--- config.mk ---
export PLATFORM = sky130hd
export DESIGN_NAME = dmem_port_arbiter
export DESIGN_NICKNAME = d
export VERILOG_FILES = /design/src/rtl/dmem_port_arbiter.sv
export SDC_FILE = /design/constraint.sdc
export NUM_CORES = 1
export LEC_CHECK = 0
export BUFFER_PORTS_ARGS = -buffer_cell sky130_fd_sc_hd__buf_2
export CAP_MARGIN = 30
export CORE_MARGIN = 2
export CORE_UTILIZATION = 46
export CTS_CLUSTER_SIZE = 10
export DETAILED_ROUTE_END_ITERATION = 7
export GPL_ROUTABILITY_DRIVEN = 0
export PLACE_DENSITY_LB_ADDON = 0.3
export SLEW_MARGIN = 15
export SYNTH_ARGS = -nofsm -noshare
export SYNTH_HDL_FRONTEND = slang
export SYNTH_SLANG_ARGS = --single-unit
--- constraint.sdc ---
create_clock -name clock -period 2 [get_ports clock]
set_clock_uncertainty 0.15 [all_clocks]
set_input_delay 0.1 -clock clock [delete_from_list [all_inputs] [get_ports clock]]
set_output_delay 0.1 -clock clock [all_outputs]
set_load 0.02 [all_outputs]
--- src/rtl/dmem_port_arbiter.sv ---
// Two-port round-robin arbiter and sequencer for the single-ported data memory.
// Registers the winning command, drives the dmem port, waits out RD_LAT and returns read data to the owner.
module dmem_port_arbiter #(
    parameter int ADDR_W = 12,
    parameter int DATA_W = 32,
    parameter int RD_LAT = 1
) (
    input  logic              clock,
    input  logic              reset,
    input  logic              p0_req,
    input  logic              p0_we,
    input  logic [ADDR_W-1:0] p0_addr,
    input  logic [DATA_W-1:0] p0_wdata,
    output logic              p0_gnt,
    output logic              p0_rvalid,
    output logic [DATA_W-1:0] p0_rdata,
    input  logic              p1_req,
    input  logic              p1_we,
    input  logic [ADDR_W-1:0] p1_addr,
    input  logic [DATA_W-1:0] p1_wdata,
    output logic              p1_gnt,
    output logic              p1_rvalid,
    output logic [DATA_W-1:0] p1_rdata,
    output logic [ADDR_W-1:0] address_dmem,
    output logic [DATA_W-1:0] data,
    output logic              wren,
    input  logic [DATA_W-1:0] q_dmem,
    output logic              busy
);
    typedef enum logic [1:0] {IDLE, ISSUE, WAIT} state_t;

    localparam logic [1:0] LAT = 2'(RD_LAT);

    state_t              r_state;
    logic                r_last;
    logic                r_owner;
    logic                r_we;
    logic [1:0]          r_cnt;
    logic [ADDR_W-1:0]   r_addr;
    logic [DATA_W-1:0]   r_data;
    logic                r_wren;
    logic                r_rv0;
    logic                r_rv1;
    logic [DATA_W-1:0]   r_rdata0;
    logic [DATA_W-1:0]   r_rdata1;

    logic w_idle;
    logic w_sel0;
    logic w_sel1;
    logic w_gnt0;
    logic w_gnt1;

    // r_last=1 means port 1 won most recently, so port 0 wins a tie.
    assign w_idle = (r_state == IDLE);
    assign w_sel0 = p0_req & (~p1_req | r_last);
    assign w_sel1 = p1_req & (~p0_req | ~r_last);
    assign w_gnt0 = reset & w_idle & w_sel0;
    assign w_gnt1 = reset & w_idle & w_sel1;

    assign p0_gnt       = w_gnt0;
    assign p1_gnt       = w_gnt1;
    assign p0_rvalid    = r_rv0;
    assign p1_rvalid    = r_rv1;
    assign p0_rdata     = r_rdata0;
    assign p1_rdata     = r_rdata1;
    assign address_dmem = r_addr;
    assign data         = r_data;
    assign wren         = r_wren;
    assign busy         = ~w_idle;

    always_ff @(posedge clock or negedge reset) begin
        if (!reset) begin
            r_state  <= IDLE;
            r_last   <= 1'b1;
            r_owner  <= 1'b0;
            r_we     <= 1'b0;
            r_cnt    <= '0;
            r_addr   <= '0;
            r_data   <= '0;
            r_wren   <= 1'b0;
            r_rv0    <= 1'b0;
            r_rv1    <= 1'b0;
            r_rdata0 <= '0;
            r_rdata1 <= '0;
        end else begin
            r_wren <= 1'b0;
            r_rv0  <= 1'b0;
            r_rv1  <= 1'b0;
            case (r_state)
                IDLE: begin
                    if (w_gnt0 || w_gnt1) begin
                        r_owner <= w_gnt1;
                        r_last  <= w_gnt1;
                        r_we    <= w_gnt1 ? p1_we    : p0_we;
                        r_addr  <= w_gnt1 ? p1_addr  : p0_addr;
                        r_data  <= w_gnt1 ? p1_wdata : p0_wdata;
                        // wren is registered so it is high exactly during ISSUE
                        r_wren  <= w_gnt1 ? p1_we    : p0_we;
                        r_state <= ISSUE;
                    end
                end
                ISSUE: begin
                    if (r_we) begin
                        r_state <= IDLE;
                    end else begin
                        r_cnt   <= LAT;
                        r_state <= WAIT;
                    end
                end
                WAIT: begin
                    if (r_cnt == 2'd1) begin
                        if (r_owner) begin
                            r_rdata1 <= q_dmem;
                            r_rv1    <= 1'b1;
                        end else begin
                            r_rdata0 <= q_dmem;
                            r_rv0    <= 1'b1;
                        end
                        r_state <= IDLE;
                    end else begin
                        r_cnt <= r_cnt - 2'd1;
                    end
                end
                default: r_state <= IDLE;
            endcase
        end
    end
endmodule

* Word level (Yosys, flattened, before mapping)
Cells that the tools add are included.
** Storage, ports and cells
- Input bits :: 126
- Logic and storage cells :: 58
- Output and inout bits :: 114
- Register bits after elaboration :: 118
** Operators by class
- Eq/ne operators :: 7
- Reduce and logical (&&, ||, !) cells :: 8
- $add $sub $neg :: 1
- Multiplexer cells :: 18
- Bitwise logic cells :: 12
** Operators by type and width (count)
- 32-bit 2-to-1 mux :: 1
- 12-bit 2-to-1 mux :: 1
- 2-bit 2-to-1 mux :: 5
- 1-bit 2-to-1 mux :: 9
- 3-bit AND reduction :: 3
- 2-bit inequality test (second input constant) :: 3
- 2-bit case mux with 3 select lines :: 1
- 1-bit AND :: 5
- 1-bit NOT :: 5
- 2-bit by 1-bit equality test with 1-bit output (second input constant) :: 2
- 2-bit case mux with 2 select lines :: 1
- 2-bit AND reduction :: 2
- 2-bit equality test (second input constant) :: 1
- 2-bit zero test :: 1
- 2-bit by 1-bit inequality test with 1-bit output (second input constant) :: 1
- 1-bit OR :: 2
- 2-bit nonzero test :: 1
- 2-bit by 1-bit subtractor with 2-bit output (second input constant) :: 1
- 1-bit logical OR :: 1

* Logic depth before layout (Yosys ltp)
Gate-level depths: netlist (run 1).
- Word-level depth :: 7
- Mapped depth :: 6
- Depth with buffers taken out :: 4

* Worst setup path after synthesis (run 1)
OpenSTA, ideal clock, no wires.
- Path kind :: register to register
- From :: register r_cnt[1]
- To :: register r_rdata0[0], in the netlist p0_rdata[0]
- Library setup time :: 0.125 ns
- Required time :: 1.725 ns
- Slack :: 0.270 ns
- Buffers on the path :: 1
- Data arrival time :: 1.455 ns
- Cell stages (with the launch flop) :: 6
- Clock period less this slack :: 1.730 ns
- Path through :: dfrtp_1 inv_1 ha_1 nor3b_4 buf_6 mux2_2
** On the way
- Word-level cells in the longest chain between the ends :: 2
** RTL lines
- from (decl) :: line 38 : logic [1:0] r_cnt;
- from (signal assigned) :: line 121 : r_cnt <= r_cnt - 2'd1;
- 2-bit by 1-bit equality test with 1-bit output :: line 111 : if (r_cnt == 2'd1) begin
- 3-bit AND reduction (no line)
- to (signal assigned) :: line 116 : r_rdata0 <= q_dmem;
- to (decl) :: line 44 : logic [DATA_W-1:0] r_rdata0;
Every way passes these cells.
A chain may end at the register's enable or synchronous reset.

* Worst setup path in the final report (run 1)
- From :: register r_state[0]
- To :: output port p0_gnt
** On the way
- Word-level cells in the longest chain between the ends :: 3
** RTL lines
- from (decl) :: line 34 : state_t r_state;
- from (signal assigned) :: line 73 : r_state <= IDLE;
- from (signal assigned) :: line 99 : r_state <= ISSUE;
- from (signal assigned) :: line 104 : r_state <= IDLE;
- 2-bit zero test :: line 54 : assign w_idle = (r_state == IDLE);
- 1-bit AND (2 in a row) :: line 57 : assign w_gnt0 = reset & w_idle & w_sel0;
- to (decl) :: line 14 : output logic p0_gnt,
Every way passes these cells.

==> results of run 1 <==
## power by group
group | total [mW] | internal (mW) | switching (mW)
clock network | 2.87 | 1.80 | 1.07
logic | 4.84 | 1.93 | 2.91
registers | 4.10 | 3.47 | 0.634
## layer usage
| layer | wire length [um] | track usage [%] |
|---|---|---|
| met1 | 6640 | 36.2 |
| met2 | 8650 | 50.6 |
| met3 | 1900 | 8.85 |
| met4 | 735 | 15.6 |
| met5 | 0 | 0 |
## metrics by stage
step           util (%)  std cells  worst slack, ps  power, mW
2_1_floorplan         -        432              270       6.80
3_3_place_gp       59.4        786             64.0       8.36
3_5_place_dp       59.7        787              145       8.54
4_1_cts            77.1        948             3.38       11.7
5_1_grt            77.5        951             17.2       12.4
6_report           77.5        951             60.0       11.8
## synth_stat cells
library cell,count
mux2i_1,1
o21ai_1,2
nor3b_1,1
o21ai_0,46
and2b_1,1
a21bo_2,1
mux2_2,54
buf_1,2
inv_1,5
mux2_1,10
inv_2,1
ha_1,1
dfrtp_1,117
nand2_2,1
o311ai_0,1
a21oi_1,46
or2_2,2
buf_2,19
nor2_1,3
dfstp_2,1
clkbuf_1,13
nand3_1,45
buf_6,3
nand3_2,1
clkbuf_2,2
nand2b_1,1
or3b_1,1
a2bb2oi_1,1
nor3b_4,1
a21boi_2,1
nand2_1,1
a21o_1,2
a31oi_1,45
## flip-flops by register name (all words and copies together) (netlist names)
signal / flops
address_dmem: 12
data: 32
p0_rdata: 32
p0_rvalid: 1
p1_rdata: 32
p1_rvalid: 1
r_cnt: 2
r_last: 1
r_owner: 1
r_state: 2
r_we: 1
wren: 1
## placed cells by master, fill, tap and decap left out, types with 2 or more instances in the layout
| cell type | netlist | layout |
|---|---|---|
| clkinv_2 | 0 | 4 |
| buf_12 | 0 | 4 |
| clkbuf_1 | 13 | 2 |
| buf_2 | 19 | 237 |
| inv_1 | 5 | 5 |
| nor3b_4 | 1 | 2 |
| a31oi_1 | 45 | 45 |
| clkbuf_16 | 0 | 16 |
| clkinv_4 | 0 | 2 |
| nor2_1 | 3 | 2 |
| dfrtp_1 | 117 | 116 |
| or2_2 | 2 | 2 |
| o21ai_1 | 2 | 2 |
| clkinvlp_4 | 0 | 3 |
| dlygate4sd3_1 | 0 | 126 |
| clkbuf_8 | 0 | 2 |
| buf_4 | 0 | 15 |
| nand3_1 | 45 | 45 |
| bufinv_16 | 0 | 2 |
| mux2_2 | 54 | 54 |
| buf_16 | 0 | 2 |
| mux2_1 | 10 | 10 |
| a21oi_1 | 46 | 46 |
| a21o_1 | 2 | 2 |
| o21ai_0 | 46 | 46 |
## what timing repair did
item                                    CTS  global route
cloned                                    1             0
endpoints found under the setup margin    2            38
resized for setup                         9             2
hold endpoints to repair                228             4
hold buffers                            125             1
setup buffers                             3             1
pin swaps                                 2             1
## kinds of logic after synthesis
group,count (synthesis),synth area share (%)
flops,118,58.6
mux,65,14.5
buf+inv,45,4.32
fa+ha+maj,1,0.248
simple gates,58,6.31
compound gates,145,16.0
## area by class of cell
type / count / area, um^2 / area share, %
inverter: 6 / 22.5 / 0.270
clock buffer: 20 / 435 / 5.23
sequential: 118 / 2960 / 35.5
clock inverter: 12 / 129 / 1.55
timing repair buffer: 385 / 2710 / 32.5
multi-input combinational: 269 / 1900 / 22.8
antenna: 1 / 2.50 / 0.0300
tap: 140 / 175 / 2.10
## critical path, cell delays in order (launching register included)
cell	delay, ps
dfrtp_2	400
or3b_4	490
nor2_1	130
buf_4	150
## how the worst max path moves through the flow
stage | end | cells after the start
after floorplan | p0_rdata[0] | 5
after global placement | r_we | 3
after detailed placement | data[0] | 5
after CTS | p0_gnt | 4
after global routing | data[30] | 6
final | p0_gnt | 3
==> results.yml, run 1 <==
synth:
  avgSynthCellArea_um2: 11.7
  netlist_instances: 432
  yosys_register_bits: 118
  ys_types: 33
  ys_seq_area_share_pct: 58.6
  synth_area_leaders: "dfrtp_1 58%, mux2_2 12%, a31oi_1 5.6%"
  syn_area_um2: 5040
  yosysTopAreaCell: "dfrtp_1"
  yosys_warnings: 0
  yosys.area.top_type_share_pct: 58.1
  synthesis.nets: 559
cts:
  cts-htree-levels: 4
  clockBufferDepth: 2
  path_clk_slew_ps: 60
  cts_sinks: 118
  clk_latency_ps: 500
  cts_tree: "built"
  root_buffer: "clkbuf_8"
  cts_inserted_buffers: 17
routing:
  final_antenna_net_count: 0
  drcViolationCount: 0
  wl_per_cell_um: 18.9
  vias: 5379
  drt-total-wl_mm: 17.9
  first_pass_iters: 5
  drt_iter0_drc: 558
  viasPerCell: 5.66
placement:
  dpl_cell_area_um2: 6410
  place_hpwl_mm: 9.55
  portBuffers: 239
finish:
  layout.nets: 924
  nFillCells: 662
  final_cell_area_um2: 8330
  area_growth_pct: 65.3
  drive_above_1_share_pct: 44.0
sta:
  relSlewSlack_pct: 57.5
  tns_ps: 0
  drv_slew: 0
  period_share_pct: 97.0
  finalSetupViolCount: 0
  max_freq_mhz: 515
  rsz0062_at_grt: "no"
  finalHoldViolCount: 0
  period_needed_ps: 1940
  tightestPinTransition_ps: 637
  hold_slack_ps: 177
pwr:
  p_leak_nw: 3.84
  powerDensity_nw_per_um2: 1420
  vdd_drop_max_uv: 908
global_route:
  grt_pass1_vias: 5525
  overflow: 0
  grt_start_max_net_pins: 72
  grt_pass1_wl_mm: 27.5
  grt_antenna_before_repair: 1
  grt.total_usage_pct: 30.5
floorplanning:
  chipHeight_um: 109
  pin_count: 240
  start_util_pct: 46.9
  coreArea_um2: 10700
  dieArea_um2: 11800
  die_width_um: 109
  rows: 38
setup_path:
  rrSetupSlack_ps: 90
  worstReg2RegEnd: "data[2]"
  cp-start-kind: "register"
  crit_type: "register to output port"
  cp.required_ps: 1750
  arrival_ps: 1690
  critPathLaunch: "r_state[0]"
  path_max_fanout: 12
  worstSetupEndpointType: "output port"
  worstRegToRegCells: 5
  r2r_start: "r_state[0]"
worst_hold_path:
  hold_path.class: "primary input to async pin"
outcome:
  status: "finished, final reports clean"
job:
  cap_violations: 0
(Power assumes the default switching activity.)
==> run 2, diff against run 1 <==
--- a/config.mk
+++ b/config.mk
@@ -13,6 +13,7 @@
 export DETAILED_ROUTE_END_ITERATION = 7
 export GPL_ROUTABILITY_DRIVEN = 0
 export PLACE_DENSITY_LB_ADDON = 0.3
+export RECOVER_POWER = 100
 export SLEW_MARGIN = 15
 export SYNTH_ARGS = -nofsm -noshare
 export SYNTH_HDL_FRONTEND = slang
==> run 2 against run 1 <==
Net effect: combinational power decreased by 6.0%; routed wire length increased by 0.70%; clock power is essentially flat; die area unchanged; worst setup slack improved by 5.2 ps; via count unchanged; highest routed layer unchanged; sequential share of layout area rose by 0.70 points; sequential power up 1%; power is 2.1% lower; hold slack gained 45 ps; core utilization shrank 1.5 points; critical path depth is the same.
==> results.yml, run 2 (same netlist as run 1, synthesis figures left out) <==
global_route:
  grt_pass1_vias: 5525
  grt.total_usage_pct: 30.5
  overflow: 0
  grt_antenna_before_repair: 1
  grt_pass1_wl_mm: 27.5
  grt_start_max_net_pins: 72
floorplanning:
  rows: 38
  start_util_pct: 46.9
  coreArea_um2: 10700
  die_width_um: 109
  chipHeight_um: 109
  pin_count: 240
  dieArea_um2: 11800
placement:
  dpl_cell_area_um2: 6410
  portBuffers: 239
  place_hpwl_mm: 9.55
setup_path:
  cp-start-kind: "register"
  worstRegToRegCells: 4
  worstSetupEndpointType: "output port"
  cp.required_ps: 1750
  rrSetupSlack_ps: 80
  path_max_fanout: 12
  crit_type: "register to output port"
  arrival_ps: 1680
  worstReg2RegEnd: "data[10]"
  r2r_start: "r_state[0]"
routing:
  viasPerCell: 5.66
  vias: 5379
  drcViolationCount: 0
  first_pass_iters: 7
  final_antenna_net_count: 0
  drt_iter0_drc: 569
  drt-total-wl_mm: 18.1
  wl_per_cell_um: 19.0
worst_hold_path:
  hold_depth: 3
  whs_endpoint: "p1_rdata[26]"
  holdCritStartpoint: "q_dmem[26]"
  hold_path.class: "primary input to register"
cts:
  clk_latency_ps: 500
  path_clk_slew_ps: 60
  cts_sinks: 118
  cts_inserted_buffers: 17
  cts-htree-levels: 4
  clockBufferDepth: 2
  cts_tree: "built"
  root_buffer: "clkbuf_8"
sta:
  relSlewSlack_pct: 22.6
  tns_ps: 0
  finalHoldViolCount: 0
  period_needed_ps: 1930
  drv_slew: 0
  rsz0062_at_grt: "no"
  max_freq_mhz: 517
  tightestPinTransition_ps: 1160
  finalSetupViolCount: 0
  period_share_pct: 96.7
job:
  cap_violations: 0
finish:
  drive_above_1_share_pct: 29.8
  final_cell_area_um2: 8170
  layout.nets: 924
  fin_util_pct: 76.0
  area_growth_pct: 62.1
  mostFrequentLayoutCells: "126 x buf_2, 126 x dlygate4sd3_1, 116 x dfrtp_1, 116 x clkbuf_1, 54 x mux2_2"
pwr:
  total_power_mw: 11.6
  power_frac_seq_pct: 35.8
  vdd_drop_max_uv: 877
  clockPowerShare_pct: 24.8
  netSwitchingPower_mw: 4.66
  p_int_mw: 6.90
  powerDensity_nw_per_um2: 1420
  p_sw_share_pct: 40.3
  p_leak_nw: 3.53
  pwr-share-comb_pct: 39.4
outcome:
  status: "finished, final reports clean"
run 2: worst max path at each step:
stage | startpoint | end | slack (ps) | cells past startpoint
3_3_place_gp | r_last | r_we | 60 | 3
5_1_grt | r_state[0] | p1_gnt | 10 | 3
4_1_cts | r_state[1] | p0_gnt | 3 | 4
6_report | r_state[0] | p1_gnt | 70 | 3
2_1_floorplan | r_cnt[1] | p0_rdata[0] | 270 | 5
3_5_place_dp | r_state[0] | data[0] | 150 | 5
run 2: repair_timing:
action,4_1_cts,5_1_grt
cloned,1,0
gates resized for setup,9,2
setup endpoints to repair,2,38
setup buffers,3,1
hold endpoints to repair,228,4
hold buffers,125,1
pin swaps,2,1
run 2: power groups by stage:
| stage | clock (mW) | sequential [mW] | combinational (mW) |
|---|---|---|---|
| after floorplan | 0 | 5.31 | 1.49 |
| after global placement | 0 | 4.02 | 4.34 |
| after detailed placement | 0 | 4.07 | 4.47 |
| after CTS | 2.91 | 4.05 | 4.71 |
| after global routing | 3.02 | 4.24 | 4.85 |
| final | 2.87 | 4.14 | 4.55 |
run 2: worst max-delay path: stages, from the launching register on:
cell,delay (ps)
dfrtp_2,400
or3b_4,490
nor2_4,130
buf_4,160
run 2: final cells by class:
class	instances	area, um^2
well taps	140	175
flip-flops and latches	118	2960
clock inverters	12	129
inverters	6	22.5
diodes	1	2.50
multi-input cells	269	1900
repair buffers	385	2550
fillers	734	2580
clock buffers	20	435
run 2: metrics by stage:
step                setup slack (ps)  std cells  hold WS [ps]
global route                    14.3        951           218
floorplan                        270        432          -346
finish                          65.1        951           222
CTS                             3.38        948           189
global placement                64.0        786           118
detailed placement               145        787           121
run 2: metal layers:
metal	share of wire, %	routed length (um)	global-route usage (%)	up-vias
li1	-	-	-	2318
met2	47	8540	50.6	409
met3	10	1820	8.85	93
met4	4.5	819	15.6	0
met1	38	6880	36.2	2559
met5	0	0	0	-
